==> src/rtl/tlb_arbiter.sv <==
// Round-robin arbiter sharing one TLB lookup port between instruction fetch (0)
// and the memory stage (1), with abort on withdrawal and a lookup timeout.
module tlb_arbiter #(
  parameter int WIDTH     = 8,
  parameter int TIMEOUT   = 32,
  parameter int CNT_WIDTH = 6
) (
  input  logic             clk,
  input  logic             reset,
  input  logic             req0_valid,
  input  logic [WIDTH-1:0] req0_vpage,
  input  logic             req1_valid,
  input  logic [WIDTH-1:0] req1_vpage,
  output logic             rsp0_valid,
  output logic             rsp1_valid,
  output logic [WIDTH-1:0] rsp_ppage,
  output logic             rsp_exception,
  output logic             rsp_timeout,
  output logic             tlb_valid,
  output logic [WIDTH-1:0] tlb_virtual_page,
  input  logic [WIDTH-1:0] tlb_physical_page,
  input  logic             tlb_exception,
  input  logic             tlb_hit,
  output logic             busy
);

  typedef enum logic [1:0] {
    IDLE   = 2'd0,
    LOOKUP = 2'd1,
    RESP   = 2'd2
  } state_e;

  state_e               state_q;
  logic                 owner_q;
  logic                 last_grant_q;
  logic [WIDTH-1:0]     vpage_q;
  logic [CNT_WIDTH-1:0] cnt_q;
  logic                 rsp0_valid_q;
  logic                 rsp1_valid_q;
  logic [WIDTH-1:0]     rsp_ppage_q;
  logic                 rsp_exception_q;
  logic                 rsp_timeout_q;

  logic req_any;
  logic grant_owner;
  logic owner_req;
  logic timeout_hit;

  // On a conflict the requester that did not win last time is chosen.
  assign req_any     = req0_valid | req1_valid;
  assign grant_owner = (req0_valid && req1_valid) ? ~last_grant_q : req1_valid;
  assign owner_req   = owner_q ? req1_valid : req0_valid;
  assign timeout_hit = (cnt_q == CNT_WIDTH'(TIMEOUT - 1));

  // NOTE: sequential state uses non-blocking assignments so every register
  // samples the values from before the clock edge.
  always_ff @(posedge clk) begin
    if (reset) begin
      state_q         <= IDLE;
      owner_q         <= 1'b0;
      last_grant_q    <= 1'b1;
      vpage_q         <= '0;
      cnt_q           <= '0;
      rsp0_valid_q    <= 1'b0;
      rsp1_valid_q    <= 1'b0;
      rsp_ppage_q     <= '0;
      rsp_exception_q <= 1'b0;
      rsp_timeout_q   <= 1'b0;
    end else begin
      rsp0_valid_q <= 1'b0;
      rsp1_valid_q <= 1'b0;
      unique case (state_q)
        IDLE: begin
          if (req_any) begin
            owner_q      <= grant_owner;
            last_grant_q <= grant_owner;
            vpage_q      <= grant_owner ? req1_vpage : req0_vpage;
            cnt_q        <= '0;
            state_q      <= LOOKUP;
          end
        end
        LOOKUP: begin
          cnt_q <= cnt_q + 1'b1;
          if (!owner_req) begin
            // Withdrawal wins over a same-cycle hit; nobody is left to answer.
            state_q <= IDLE;
          end else if (tlb_hit) begin
            rsp_ppage_q     <= tlb_physical_page;
            rsp_exception_q <= tlb_exception;
            rsp_timeout_q   <= 1'b0;
            rsp0_valid_q    <= ~owner_q;
            rsp1_valid_q    <= owner_q;
            state_q         <= RESP;
          end else if (timeout_hit) begin
            rsp_ppage_q     <= '0;
            rsp_exception_q <= 1'b1;
            rsp_timeout_q   <= 1'b1;
            rsp0_valid_q    <= ~owner_q;
            rsp1_valid_q    <= owner_q;
            state_q         <= RESP;
          end
        end
        RESP: begin
          state_q <= IDLE;
        end
        default: begin
          state_q <= IDLE;
        end
      endcase
    end
  end

  assign rsp0_valid       = rsp0_valid_q;
  assign rsp1_valid       = rsp1_valid_q;
  assign rsp_ppage        = rsp_ppage_q;
  assign rsp_exception    = rsp_exception_q;
  assign rsp_timeout      = rsp_timeout_q;
  assign tlb_valid        = (state_q == LOOKUP);
  assign tlb_virtual_page = vpage_q;
  assign busy             = (state_q != IDLE);

endmodule
==> config.mk <==
export PLATFORM = sky130hd
export DESIGN_NAME = tlb_arbiter
export DESIGN_NICKNAME = d
export VERILOG_FILES = /design/src/rtl/tlb_arbiter.sv
export SDC_FILE = /design/constraint.sdc
export NUM_CORES = 1
export LEC_CHECK = 0
export BUFFER_PORTS_ARGS = -buffer_cell sky130_fd_sc_hd__buf_2
export CORE_MARGIN = 2
export CORE_UTILIZATION = 48
export CTS_BUF_LIST = sky130_fd_sc_hd__clkbuf_16
export DETAILED_ROUTE_END_ITERATION = 16
export PLACE_DENSITY_LB_ADDON = 0.3
export REMOVE_ABC_BUFFERS = 1
export SYNTH_ARGS = -nofsm -noshare
export SYNTH_HDL_FRONTEND = slang
export SYNTH_SLANG_ARGS = --single-unit
==> constraint.sdc <==
create_clock -name clk -period 1.9 [get_ports clk]
set_input_delay 0 -clock clk [delete_from_list [all_inputs] [get_ports clk]]
set_output_delay 0 -clock clk [all_outputs]
set_load 0.005 [all_outputs]
After elaboration in Yosys (flattened, before gate mapping) --
Cells that the tools add are included. Widths: inputs -> output; s select.
Storage, ports and cells: register bits 30, bits of input ports 30, output and inout bits 22, word-level logic and storage cells 49
Operators by class: add/subtract/negate cells 1, equality and inequality tests 4, muxes and demuxes 19, bitwise operators 5, reductions and logical operators 10
Operators with widths (number):
- $mux 8 | 3
- $pmux 6 s2 | 1
- $mux 1 | 9
- $mux 2 | 4
- $add 6x1->6 const B | 1
- $eq 6x5->1 const B | 1
- $mux 6 | 1
- $reduce_and 2->1 | 3
- $reduce_bool 2->1 | 3
- $ne 4x3->1 const B | 1
- $not 1->1 | 4
- $pmux 2 s2 | 1
- $reduce_and 3->1 | 1
- $reduce_or 3->1 | 1
- $eq 2x1->1 const B | 1
- $logic_not 2->1 | 1
- $ne 2x2->1 const B | 1
- $logic_and 1x1->1 | 1
- $or 1x1->1 | 1

Longest topological paths before layout --
depth after elaboration 5, gate-level depth with buffers 4

Worst setup path before layout --
No wires, ideal clock.
path kind reg-to-reg, start point register cnt_q[0], end point register rsp1_valid_q (netlist: rsp1_valid), setup time 0.073 ns, arrival 1.284 ns, slack 0.543 ns, stages on the path, launching flop included 5, path buffers 0, cells stage by stage dfxtp_1 -> ha_1 -> nand4_1 -> o21a_1 -> nor3b_2
Between the ends: cells in the longest elaborated chain, start to end 3
RTL lines:
- from (decl) | line 37 | logic [CNT_WIDTH-1:0] cnt_q;
- from (signal assigned) | line 83 | cnt_q <= cnt_q + 1'b1;
- $eq 6x5->1 | line 53 | assign timeout_hit = (cnt_q == CNT_WIDTH'(TIMEOUT - 1));
- $mux 1 | line 94 | end else if (timeout_hit) begin
- $mux 1 | line 87 | end else if (tlb_hit) begin
- to (signal assigned) | line 92 | rsp1_valid_q <= owner_q;
- to (signal assigned) | line 99 | rsp1_valid_q <= owner_q;
- to (decl) | line 39 | logic rsp1_valid_q;
No other way between the ends. A chain may end at the register's enable or synchronous reset.

Final worst setup path --
start point register cnt_q[0], end point register state_q[0]
Between the ends: cells in the longest elaborated chain, start to end 3
RTL lines:
- $eq 6x5->1 | line 53
- $ne 4x3->1 (no source line)
- $reduce_and 2->1 (no source line)
- to (signal assigned) | line 59 | state_q <= IDLE;
- to (signal assigned) | line 79 | state_q <= LOOKUP;
- to (signal assigned) | line 86 | state_q <= IDLE;
- to (decl) | line 33 | state_e state_q;
No other way between the ends.

==> reports/results.tsv <==
metric	value	unit
fp.dieH	58.1	um
synth_cells	156	
preCtsSetupSlack	277	ps
synth_warnings	0	
cts_sinks	30	
drtIter0Drc	69	
gp_congestion	0.802	
slew_headroom	55.0	%
r2r_slack	260	ps
cp.arrival	1780	ps
die_area	3370	um2
synth_edf_count	0	
grt_pass1_wl	5800	um
swShare	22.3	%
start_util	50.9	%
clock_latency	270	ps
leakagePower	0.799	nW
final_util	68.0	%
clock_path_buffers	2	
final_cells	240	
cts_resized	0	
clk_pin_slew_worst_paths	50	ps
layout_min_cycle_time	1640	ps
synth_cell_types	34	
power_density	1050	nW/um2
critPathRequiredTime	2030	ps
end_kind	register	
syn_avg_cell_area	8.99	um2
path_class	register to register	
cts_made_buffers	5	
dp_hpwl	2420	um
maxCapViolCount	0	
ir_worst_vdd	0.948	mV
setup_tns	0	ps
portBuffers	51	
via_count	1433	
via_per_inst	5.97	
setup_viol	0	
cts_tree	yes	
grtUsageTotal	22.0	%
whs	-1.92	ps
violations	negative hold slack	
place_area	1680	um2
final_layout_size_suffix_gt1_share	32.1	%
synth_top_area_cell	dfxtp_1	
ys.flop_type	dfxtp_1	
dp.cells	231	
clkPwrFrac	51.5	%
finClkSkew	4.53	ps
grt_pass1_vias	1364	
period_share	86.4	%
ys_top_cells_by_area	dfxtp_1 43%, mux2i_1 6.4%, a21oi_1 5.4%	
yosysTopAreaCellShare	42.8	%
internal_power	1.53	mW
n_antenna_cell	0	
fp.coreArea	2760	um2
die_x	58.1	um
grt_max_degree	30	
synthArstFlopShare	0	%
firstDrtPassIters	4	
drtAntennaViolNets	0	
cts-root-buf	clkbuf_16	
fin_area	1880	um2
ys_seq_area_share	42.8	%
power.switching	440	uW
rsz0062_at_grt	false	
nNetsFinal	239	
ioPinCount	52	
finalWorstSetupSlack	259	ps
hold_viol	1	
status	finished with violations	
tightest_slew	657	ps
seq_power_share	35.5	%
grt.overflow.total	0	
std_cell_rows	19	
hp-class	input port to register	
drt-total-wl	3540	um
post-route-drc-count	0	
syn-cell-area	1400	um2
crit_fanout	10	
critPathLaunchType	register	
cts_htree_levels	2	
pwr-share-comb	13.0	%
area_delta_synth_final	33.7	%
antenna_found_initial	0	
max_freq	609	MHz
wl_per_cell	14.7	um
power	1.97	mW
synth_seq_cells	30	
final_max_slew_viol_count	0	
[worst paths after layout]
check	startpoint	to	cells past startpoint
worst max register to register	cnt_q[0]	state_q[0]	4
worst min register to register	cnt_q[4]	cnt_q[4]	2
worst max-delay path	cnt_q[0]	state_q[0]	4
worst min-delay path	tlb_physical_page[6]	rsp_ppage[6]	3
[Yosys cell counts (3+ instances only)]
cell type / count
mux2i_1: 9
nand3_1: 10
a211oi_1: 9
clkbuf_1: 8
nand2b_1: 3
dfxtp_1: 30
a21oi_1: 15
nand2_1: 6
o21ai_0: 11
o211ai_1: 10
nor2_1: 6
clkinv_1: 3
a31oi_1: 9
[kinds of logic (layout without fill, tap and decap cells)]
group / after synthesis / in the layout / share of synthesized area (%)
AND/OR/NAND/NOR: 35 / 35 / 13.6
multiplexers: 11 / 11 / 8.03
buffers and inverters: 14 / 67 / 4.10
flip-flops: 30 / 30 / 42.8
AO/OA/AOI/OAI: 65 / 65 / 30.6
adder cells (fa/ha/maj): 1 / 1 / 0.892
[layout by cell type (no fill, tap or decap), types with 2 or more instances in the layout]
cell,synthesis,routed
buf_2,1,51
a211oi_1,9,9
buf_4,1,3
o21ai_0,11,11
a31oi_1,9,9
mux2i_1,9,9
nor2_1,6,6
o21a_1,2,2
clkbuf_16,0,5
dfxtp_1,30,30
a21oi_1,15,15
nand3b_1,2,2
nor3_1,2,2
mux2_2,2,2
a21o_1,2,2
o311a_1,2,2
o211ai_1,10,10
nand2_1,6,6
clkinv_1,3,4
bufinv_16,0,2
nand2b_1,3,3
nand3_1,10,10
[critical path: stages, from the launching register on]
cell	delay, ps
dfxtp_1	400
ha_1	240
nand4_1	380
nor2_1	350
o32ai_2	130
[flip-flops by register name, indices dropped and copies added, names as in the netlist, 2 cells and up]
name and flops:
cnt_q 6, tlb_virtual_page 8, state_q 2, rsp_ppage 8
[final cells by class]
cell class | instances | area, um2
inverters | 4 | 15.0
fillers | 222 | 882
flip-flops and latches | 30 | 601
clock inverters | 3 | 63.8
clock buffers | 5 | 125
well taps | 31 | 38.8
multi-input cells | 112 | 744
repair buffers | 55 | 288
[what timing repair did]
action / 4_1_cts / 5_1_grt
hold endpoints to repair: 1 / 0
hold buffers: 1 / 0
setup buffers: 0 / 0
[routing by layer]
layer	vias up	track usage, %	share of wire, %
li1	702	-	-
met1	677	24.2	42
met2	52	41.1	53
met3	2	6.03	5.4
met4	0	5.98	0.23
met5	-	0	0
[power groups by stage]
stage | registers [mW] | clock network [mW] | logic [mW]
after global placement | 0.709 | 0 | 0.245
final | 0.701 | 1.02 | 0.256
after CTS | 0.701 | 1.03 | 0.258
after floorplan | 0.712 | 0 | 0.134
after detailed placement | 0.713 | 0 | 0.254
after global routing | 0.705 | 1.05 | 0.286
Power figures use the tool's default switching activity.
